### config.mk
export PLATFORM = sky130hd
export DESIGN_NAME = mem_arbiter_flat
export DESIGN_NICKNAME = d
export VERILOG_FILES = /design/src/rtl/mem_arb_pkg.sv /design/src/rtl/mem_arbiter_if.sv /design/src/rtl/rr_pick2.sv /design/src/rtl/mem_arbiter.sv /design/src/flat_wrapper.sv
export SDC_FILE = /design/constraint.sdc
export NUM_CORES = 1
export LEC_CHECK = 0
export ABC_AREA = 1
export CORE_MARGIN = 1
export CORE_UTILIZATION = 60
export DETAILED_ROUTE_END_ITERATION = 10
export DONT_BUFFER_PORTS = 1
export GPL_ROUTABILITY_DRIVEN = 0
export PLACE_DENSITY = 0.76
export SYNTH_ARGS = -nofsm -noshare
export SYNTH_HDL_FRONTEND = slang
export SYNTH_SLANG_ARGS = --single-unit
export TNS_END_PERCENT = 5
### constraint.sdc
create_clock -name clk -period 2.78 [get_ports clk]
set_input_delay 0.556 -clock clk [delete_from_list [all_inputs] [get_ports clk]]
set_output_delay 0.556 -clock clk [all_outputs]
set_load 0.05 [all_outputs]
### src/rtl/mem_arb_pkg.sv
// Shared definitions for the unified-memory arbiter.
//   arb_state_e : arbiter FSM states (idle, issue, wait, ack)
//   REQ_CPU/DMA : requester IDs, also the encoding of owner_dma
//   lat_cnt_w() : width of the latency down-counter for a given LAT
package mem_arb_pkg;

  typedef enum logic [1:0] {
    StIdle,
    StIssue,
    StWait,
    StAck
  } arb_state_e;

  localparam logic REQ_CPU = 1'b0;
  localparam logic REQ_DMA = 1'b1;

  // The counter only has to hold LAT-1. The extra bit keeps the width at least 1 when LAT is 1.
  function automatic int unsigned lat_cnt_w(input int unsigned lat);
    return (lat < 1) ? 1 : $clog2(lat + 1);
  endfunction

endpackage

### src/rtl/mem_arbiter_if.sv
// Bus bundle around the arbiter: the CPU and DMA request/ack ports, the single-port memory
// strobes and data, and the busy/owner status.
//   slave  : arbiter view (takes requests and mem_rdata, drives acks, strobes and status)
//   master : system view (requesters plus memory; the mirror image of slave)
interface mem_arbiter_if #(
  parameter int unsigned AW = 12,
  parameter int unsigned DW = 16
);

  logic          cpu_req;
  logic          cpu_we;
  logic [AW-1:0] cpu_addr;
  logic [DW-1:0] cpu_wdata;
  logic [DW-1:0] cpu_rdata;
  logic          cpu_ack;

  logic          dma_req;
  logic          dma_we;
  logic [AW-1:0] dma_addr;
  logic [DW-1:0] dma_wdata;
  logic [DW-1:0] dma_rdata;
  logic          dma_ack;

  logic          mem_rd;
  logic          mem_wr;
  logic [AW-1:0] mem_addr;
  logic [DW-1:0] mem_wdata;
  logic [DW-1:0] mem_rdata;

  logic          busy;
  logic          owner_dma;

  modport slave (
    input  cpu_req, cpu_we, cpu_addr, cpu_wdata,
    input  dma_req, dma_we, dma_addr, dma_wdata,
    input  mem_rdata,
    output cpu_rdata, cpu_ack, dma_rdata, dma_ack,
    output mem_rd, mem_wr, mem_addr, mem_wdata,
    output busy, owner_dma
  );

  modport master (
    output cpu_req, cpu_we, cpu_addr, cpu_wdata,
    output dma_req, dma_we, dma_addr, dma_wdata,
    output mem_rdata,
    input  cpu_rdata, cpu_ack, dma_rdata, dma_ack,
    input  mem_rd, mem_wr, mem_addr, mem_wdata,
    input  busy, owner_dma
  );

endinterface

### src/rtl/rr_pick2.sv
// Combinational 2-way round-robin picker.
//   req[1:0] : request vector, bit REQ_CPU = CPU, bit REQ_DMA = DMA
//   last     : requester granted most recently
//   valid    : at least one request present
//   winner   : chosen requester (don't care when valid = 0)
module rr_pick2
  import mem_arb_pkg::*;
(
  input  logic [1:0] req,
  input  logic       last,
  output logic       valid,
  output logic       winner
);

  always_comb begin
    valid  = |req;
    winner = REQ_CPU;
    case (req)
      2'b01:   winner = REQ_CPU;
      2'b10:   winner = REQ_DMA;
      2'b11:   winner = ~last;  // on a tie, the side that did not go last wins
      default: winner = REQ_CPU;
    endcase
  end

endmodule

### src/rtl/mem_arbiter.sv
// Arbiter that shares the single-port unified memory between the CPU datapath and the DMA/loader
// port. It runs one transaction at a time through IDLE -> ISSUE -> WAIT -> ACK. A request
// sampled in IDLE at cycle t gives a memory strobe at t+1 and a one-cycle ack at t+LAT+2.
//   clk, rst : clock and synchronous active-high reset
//   bus      : mem_arbiter_if.slave (requester ports, memory port, busy/owner status)
module mem_arbiter
  import mem_arb_pkg::*;
#(
  parameter int unsigned AW  = 12,
  parameter int unsigned DW  = 16,
  parameter int unsigned LAT = 2
) (
  input  logic           clk,
  input  logic           rst,
  mem_arbiter_if.slave   bus
);

  localparam int unsigned    CW      = lat_cnt_w(LAT);
  localparam logic [CW-1:0]  CntLoad = CW'(LAT - 1);

  arb_state_e    state_q, state_d;
  logic [CW-1:0] cnt_q, cnt_d;
  logic          last_q, last_d;     // last grant; also serves as the current owner
  logic          we_q, we_d;
  logic [AW-1:0] addr_q, addr_d;
  logic [DW-1:0] wdata_q, wdata_d;
  logic [DW-1:0] cpu_rdata_q, cpu_rdata_d;
  logic [DW-1:0] dma_rdata_q, dma_rdata_d;

  logic pick_valid;
  logic pick_winner;

  rr_pick2 u_pick (
    .req    ({bus.dma_req, bus.cpu_req}),
    .last   (last_q),
    .valid  (pick_valid),
    .winner (pick_winner)
  );

  always_comb begin
    state_d     = state_q;
    cnt_d       = cnt_q;
    last_d      = last_q;
    we_d        = we_q;
    addr_d      = addr_q;
    wdata_d     = wdata_q;
    cpu_rdata_d = cpu_rdata_q;
    dma_rdata_d = dma_rdata_q;

    unique case (state_q)
      StIdle: begin
        if (pick_valid) begin
          last_d = pick_winner;
          if (pick_winner == REQ_DMA) begin
            we_d    = bus.dma_we;
            addr_d  = bus.dma_addr;
            wdata_d = bus.dma_wdata;
          end else begin
            we_d    = bus.cpu_we;
            addr_d  = bus.cpu_addr;
            wdata_d = bus.cpu_wdata;
          end
          state_d = StIssue;
        end
      end
      StIssue: begin
        cnt_d   = CntLoad;
        state_d = StWait;
      end
      StWait: begin
        // Data is valid LAT cycles after the strobe. That is the WAIT cycle in which the
        // counter reads zero. Writes go through the same path so that latency is uniform.
        if (cnt_q == '0) begin
          if (last_q == REQ_DMA) begin
            dma_rdata_d = bus.mem_rdata;
          end else begin
            cpu_rdata_d = bus.mem_rdata;
          end
          state_d = StAck;
        end else begin
          cnt_d = cnt_q - 1'b1;
        end
      end
      StAck: begin
        state_d = StIdle;
      end
      default: begin
        state_d = StIdle;
      end
    endcase
  end

  always_ff @(posedge clk) begin
    if (rst) begin
      state_q     <= StIdle;
      cnt_q       <= '0;
      last_q      <= REQ_DMA;  // CPU wins the first tie
      we_q        <= 1'b0;
      addr_q      <= '0;
      wdata_q     <= '0;
      cpu_rdata_q <= '0;
      dma_rdata_q <= '0;
    end else begin
      state_q     <= state_d;
      cnt_q       <= cnt_d;
      last_q      <= last_d;
      we_q        <= we_d;
      addr_q      <= addr_d;
      wdata_q     <= wdata_d;
      cpu_rdata_q <= cpu_rdata_d;
      dma_rdata_q <= dma_rdata_d;
    end
  end

  always_comb begin
    bus.mem_rd    = (state_q == StIssue) & ~we_q;
    bus.mem_wr    = (state_q == StIssue) & we_q;
    bus.mem_addr  = addr_q;
    bus.mem_wdata = wdata_q;
    bus.cpu_ack   = (state_q == StAck) & (last_q == REQ_CPU);
    bus.dma_ack   = (state_q == StAck) & (last_q == REQ_DMA);
    bus.cpu_rdata = cpu_rdata_q;
    bus.dma_rdata = dma_rdata_q;
    bus.busy      = (state_q != StIdle);
    bus.owner_dma = last_q;
  end

endmodule
### src/flat_wrapper.sv
// flat-port wrapper written by rule: the top's interface ports become plain ports
module mem_arbiter_flat import mem_arb_pkg::*;
#(
  parameter int unsigned AW  = 12,
  parameter int unsigned DW  = 16,
  parameter int unsigned LAT = 2
)
  (clk, rst, bus_cpu_req, bus_cpu_we, bus_cpu_addr, bus_cpu_wdata, bus_dma_req, bus_dma_we, bus_dma_addr, bus_dma_wdata, bus_mem_rdata, bus_cpu_rdata, bus_cpu_ack, bus_dma_rdata, bus_dma_ack, bus_mem_rd, bus_mem_wr, bus_mem_addr, bus_mem_wdata, bus_busy, bus_owner_dma);
  mem_arbiter_if #(.AW(AW), .DW(DW)) bus_i ();
  input  logic clk;
  input  logic rst;
  input wire logic [$bits(bus_i.cpu_req)-1:0] bus_cpu_req;
  input wire logic [$bits(bus_i.cpu_we)-1:0] bus_cpu_we;
  input wire logic [$bits(bus_i.cpu_addr)-1:0] bus_cpu_addr;
  input wire logic [$bits(bus_i.cpu_wdata)-1:0] bus_cpu_wdata;
  input wire logic [$bits(bus_i.dma_req)-1:0] bus_dma_req;
  input wire logic [$bits(bus_i.dma_we)-1:0] bus_dma_we;
  input wire logic [$bits(bus_i.dma_addr)-1:0] bus_dma_addr;
  input wire logic [$bits(bus_i.dma_wdata)-1:0] bus_dma_wdata;
  input wire logic [$bits(bus_i.mem_rdata)-1:0] bus_mem_rdata;
  output wire logic [$bits(bus_i.cpu_rdata)-1:0] bus_cpu_rdata;
  output wire logic [$bits(bus_i.cpu_ack)-1:0] bus_cpu_ack;
  output wire logic [$bits(bus_i.dma_rdata)-1:0] bus_dma_rdata;
  output wire logic [$bits(bus_i.dma_ack)-1:0] bus_dma_ack;
  output wire logic [$bits(bus_i.mem_rd)-1:0] bus_mem_rd;
  output wire logic [$bits(bus_i.mem_wr)-1:0] bus_mem_wr;
  output wire logic [$bits(bus_i.mem_addr)-1:0] bus_mem_addr;
  output wire logic [$bits(bus_i.mem_wdata)-1:0] bus_mem_wdata;
  output wire logic [$bits(bus_i.busy)-1:0] bus_busy;
  output wire logic [$bits(bus_i.owner_dma)-1:0] bus_owner_dma;
  assign bus_i.cpu_req = bus_cpu_req;
  assign bus_i.cpu_we = bus_cpu_we;
  assign bus_i.cpu_addr = bus_cpu_addr;
  assign bus_i.cpu_wdata = bus_cpu_wdata;
  assign bus_i.dma_req = bus_dma_req;
  assign bus_i.dma_we = bus_dma_we;
  assign bus_i.dma_addr = bus_dma_addr;
  assign bus_i.dma_wdata = bus_dma_wdata;
  assign bus_i.mem_rdata = bus_mem_rdata;
  assign bus_cpu_rdata = bus_i.cpu_rdata;
  assign bus_cpu_ack = bus_i.cpu_ack;
  assign bus_dma_rdata = bus_i.dma_rdata;
  assign bus_dma_ack = bus_i.dma_ack;
  assign bus_mem_rd = bus_i.mem_rd;
  assign bus_mem_wr = bus_i.mem_wr;
  assign bus_mem_addr = bus_i.mem_addr;
  assign bus_mem_wdata = bus_i.mem_wdata;
  assign bus_busy = bus_i.busy;
  assign bus_owner_dma = bus_i.owner_dma;
  mem_arbiter #(.AW(AW), .DW(DW), .LAT(LAT)) u_core (.clk(clk), .rst(rst), .bus(bus_i));
endmodule
==> metrics.txt <==
Synth top cells by count=154 x nor2_1, 66 x dfxtp_1, 65 x nand2_1; status=complete, no violations; WL/cell=12.3 µm; worst skew pair latency=0.34 ns; Antenna diodes=0; # setup viols final=0; fin crit period=1.90 ns; All-Layer GR Usage=25.2%; top cell type's share of synthesized area=45.1%; DRC viols=0; Die Wd=71.9 µm; layout cells sized above 1=8.01%; Fin. Hold Viols=0; vias in the first global route=2395; core area=4720 µm²; grt ovf=0; Design Area, Final=3200 µm²; I/O pin cnt=144; sequential cell fraction of total power=54.5%; Comb pwr share=22.1%; CTS tree=done; P_leak=1.60 nW; Yosys cell types=19; CP required=2.22 ns; starting DRC count in detailed routing=75; slew margin rel.=49.6%; largest net degree at the start of global routing=59; maximum fanout along the worst path=4; Clock Path Buffers=2; Hold Crit Class=primary input to flip-flop; max-slew violation count=0; Worst-path clk slew=0.07 ns; pwr dens=1310 nW/µm²; H-tree depth=3; Switching Power=2.07 mW; ys async rst share=0%; clock power share=23.4%; # rows=25; unrepaired setup endpoints after global routing=no; synthesized cell area=2930 µm²; initial antenna violation count=0; number of nets in the layout=515; Yosys reg bits=66; internal power=2.14 mW; starting density of the core=62.1%; CTS root buf=clkbuf_8; DRT Pass-1 Iters=4; top-count cell post-synth=nor2_1; Critical Path AT=1.34 ns; Area Growth Syn to Fin=9.17%; post-CTS setup buffer count=0; placed instance area=2950 µm²; Die Area=5170 µm²; CP Launch Type=flip-flop; post-synthesis sequential area ratio=45.1%; ys flop type=dfxtp_1; port bufs=0; DP HPWL=4.31 mm; top cells by area, synth=dfxtp_1 45%, nor2_1 20%, o21ai_0 9.9%; Num CTS Buffers=9; Cells after Synth=436; die height=71.9 µm; Peak VDD IR=0.665 mV; Total Neg Setup Slack=0 ns; cts repair resizes=0; syn_nets=519; first-pass GRT wire length=10.2 mm; Clock Skew=0.00494 ns; vias per inst=4.99; Worst Max-Slew Pin Slew=0.753 ns; EDFF count, synth=0; Syn Area/Cell=6.73 µm²; worst hold slack=0.285 ns; final WL=6.22 mm; Max Fclk=527 MHz; CP Capture Type=output port; number of max-cap violations=0; Hold Buf Count CTS=0; Synth Warn #=0; sw frac=49.1%; Final period util=68.3%; post-synth top area cell=dfxtp_1; Via Count=2513; crit path kind=flip-flop to output port; Routed Antenna Nets=0; number of clock sinks=66
==> worst paths after layout <==
path                                        start                      to  slack, ns  depth (start not counted)
worst max-delay path            u_core.state_q[1]              bus_mem_wr       0.88                          4
worst min-delay path                          rst         u_core.cnt_q[1]       0.28                          1
worst min register to register    u_core.cnt_q[1]         u_core.cnt_q[1]       0.47                          2
worst max register to register  u_core.state_q[1]  u_core.bus.mem_addr[8]       1.05                          8
==> critical path, cell delays in order, from the launching register on <==
cell     delay, ns
dfxtp_1       0.34
inv_1         0.09
ha_1          0.19
nand2_1       0.06
inv_1         0.32
==> layer usage <==
layer,up-vias,track usage (%),part of all wire [%]
li1,1320,-,-
met1,1087,27.5,42
met2,100,43.1,47
met3,6,10.7,9.2
met4,0,10.5,1.0
met5,-,0,0
==> registers in the layout, indices dropped and copies added, names as in the netlist <==
register              cells
u_core.state_q            2
u_core.bus.dma_rdata     16
u_core.bus.cpu_rdata     16
u_core.we_q               1
u_core.bus.owner_dma      1
u_core.bus.mem_addr      12
u_core.bus.mem_wdata     16
u_core.cnt_q              2
==> layout make-up <==
cell class / instances / area [µm²]
fillers: 439 / 1520
inverters: 44 / 165
multi-input cells: 303 / 1310
clock buffers: 10 / 138
repair buffers: 8 / 72.6
well taps: 67 / 83.8
clock inverters: 6 / 114
flip-flops and latches: 66 / 1320
==> power by group through the flow <==
| stage | logic (mW) | registers, mW | clock network (mW) |
|---|---|---|---|
| CTS | 0.932 | 2.30 | 1.00 |
| global route | 1.08 | 2.33 | 1.05 |
| detailed placement | 0.928 | 2.32 | 0 |
| floorplan | 0.797 | 2.28 | 0 |
| finish | 0.929 | 2.30 | 0.986 |
| global placement | 0.903 | 2.31 | 0 |
==> stage by stage <==
step	utilization, %	worst slack, ns	std cells	power [mW]
after floorplan	-	0.931	436	3.08
after global placement	62.5	1.06	488	3.22
after detailed placement	62.5	1.03	488	3.25
after CTS	67.8	0.863	504	4.23
after global routing	67.8	0.774	504	4.45
final	67.8	0.883	504	4.21
==> layout by cell type, fill, tap and decap left out, types with 2 or more instances in the layout <==
cell / instances
nor2_1: 154
dfxtp_1: 66
nand2_1: 65
o21ai_0: 58
inv_1: 41
clkbuf_8: 10
o21ai_1: 7
buf_4: 7
ha_1: 5
a21oi_1: 4
inv_2: 3
nor2_4: 3
nand2_2: 3
bufinv_16: 3
clkinvlp_4: 2
==> cell families after synthesis <==
logic type	count (synthesis)	synth area share, %
and+or+nand+nor	228	30.2
adders and majority gates	5	2.13
AOI/OAI and AO/OA	70	12.0
DFF	66	45.1
buffers and inverters	67	10.5
Power figures use the tool's default switching activity.
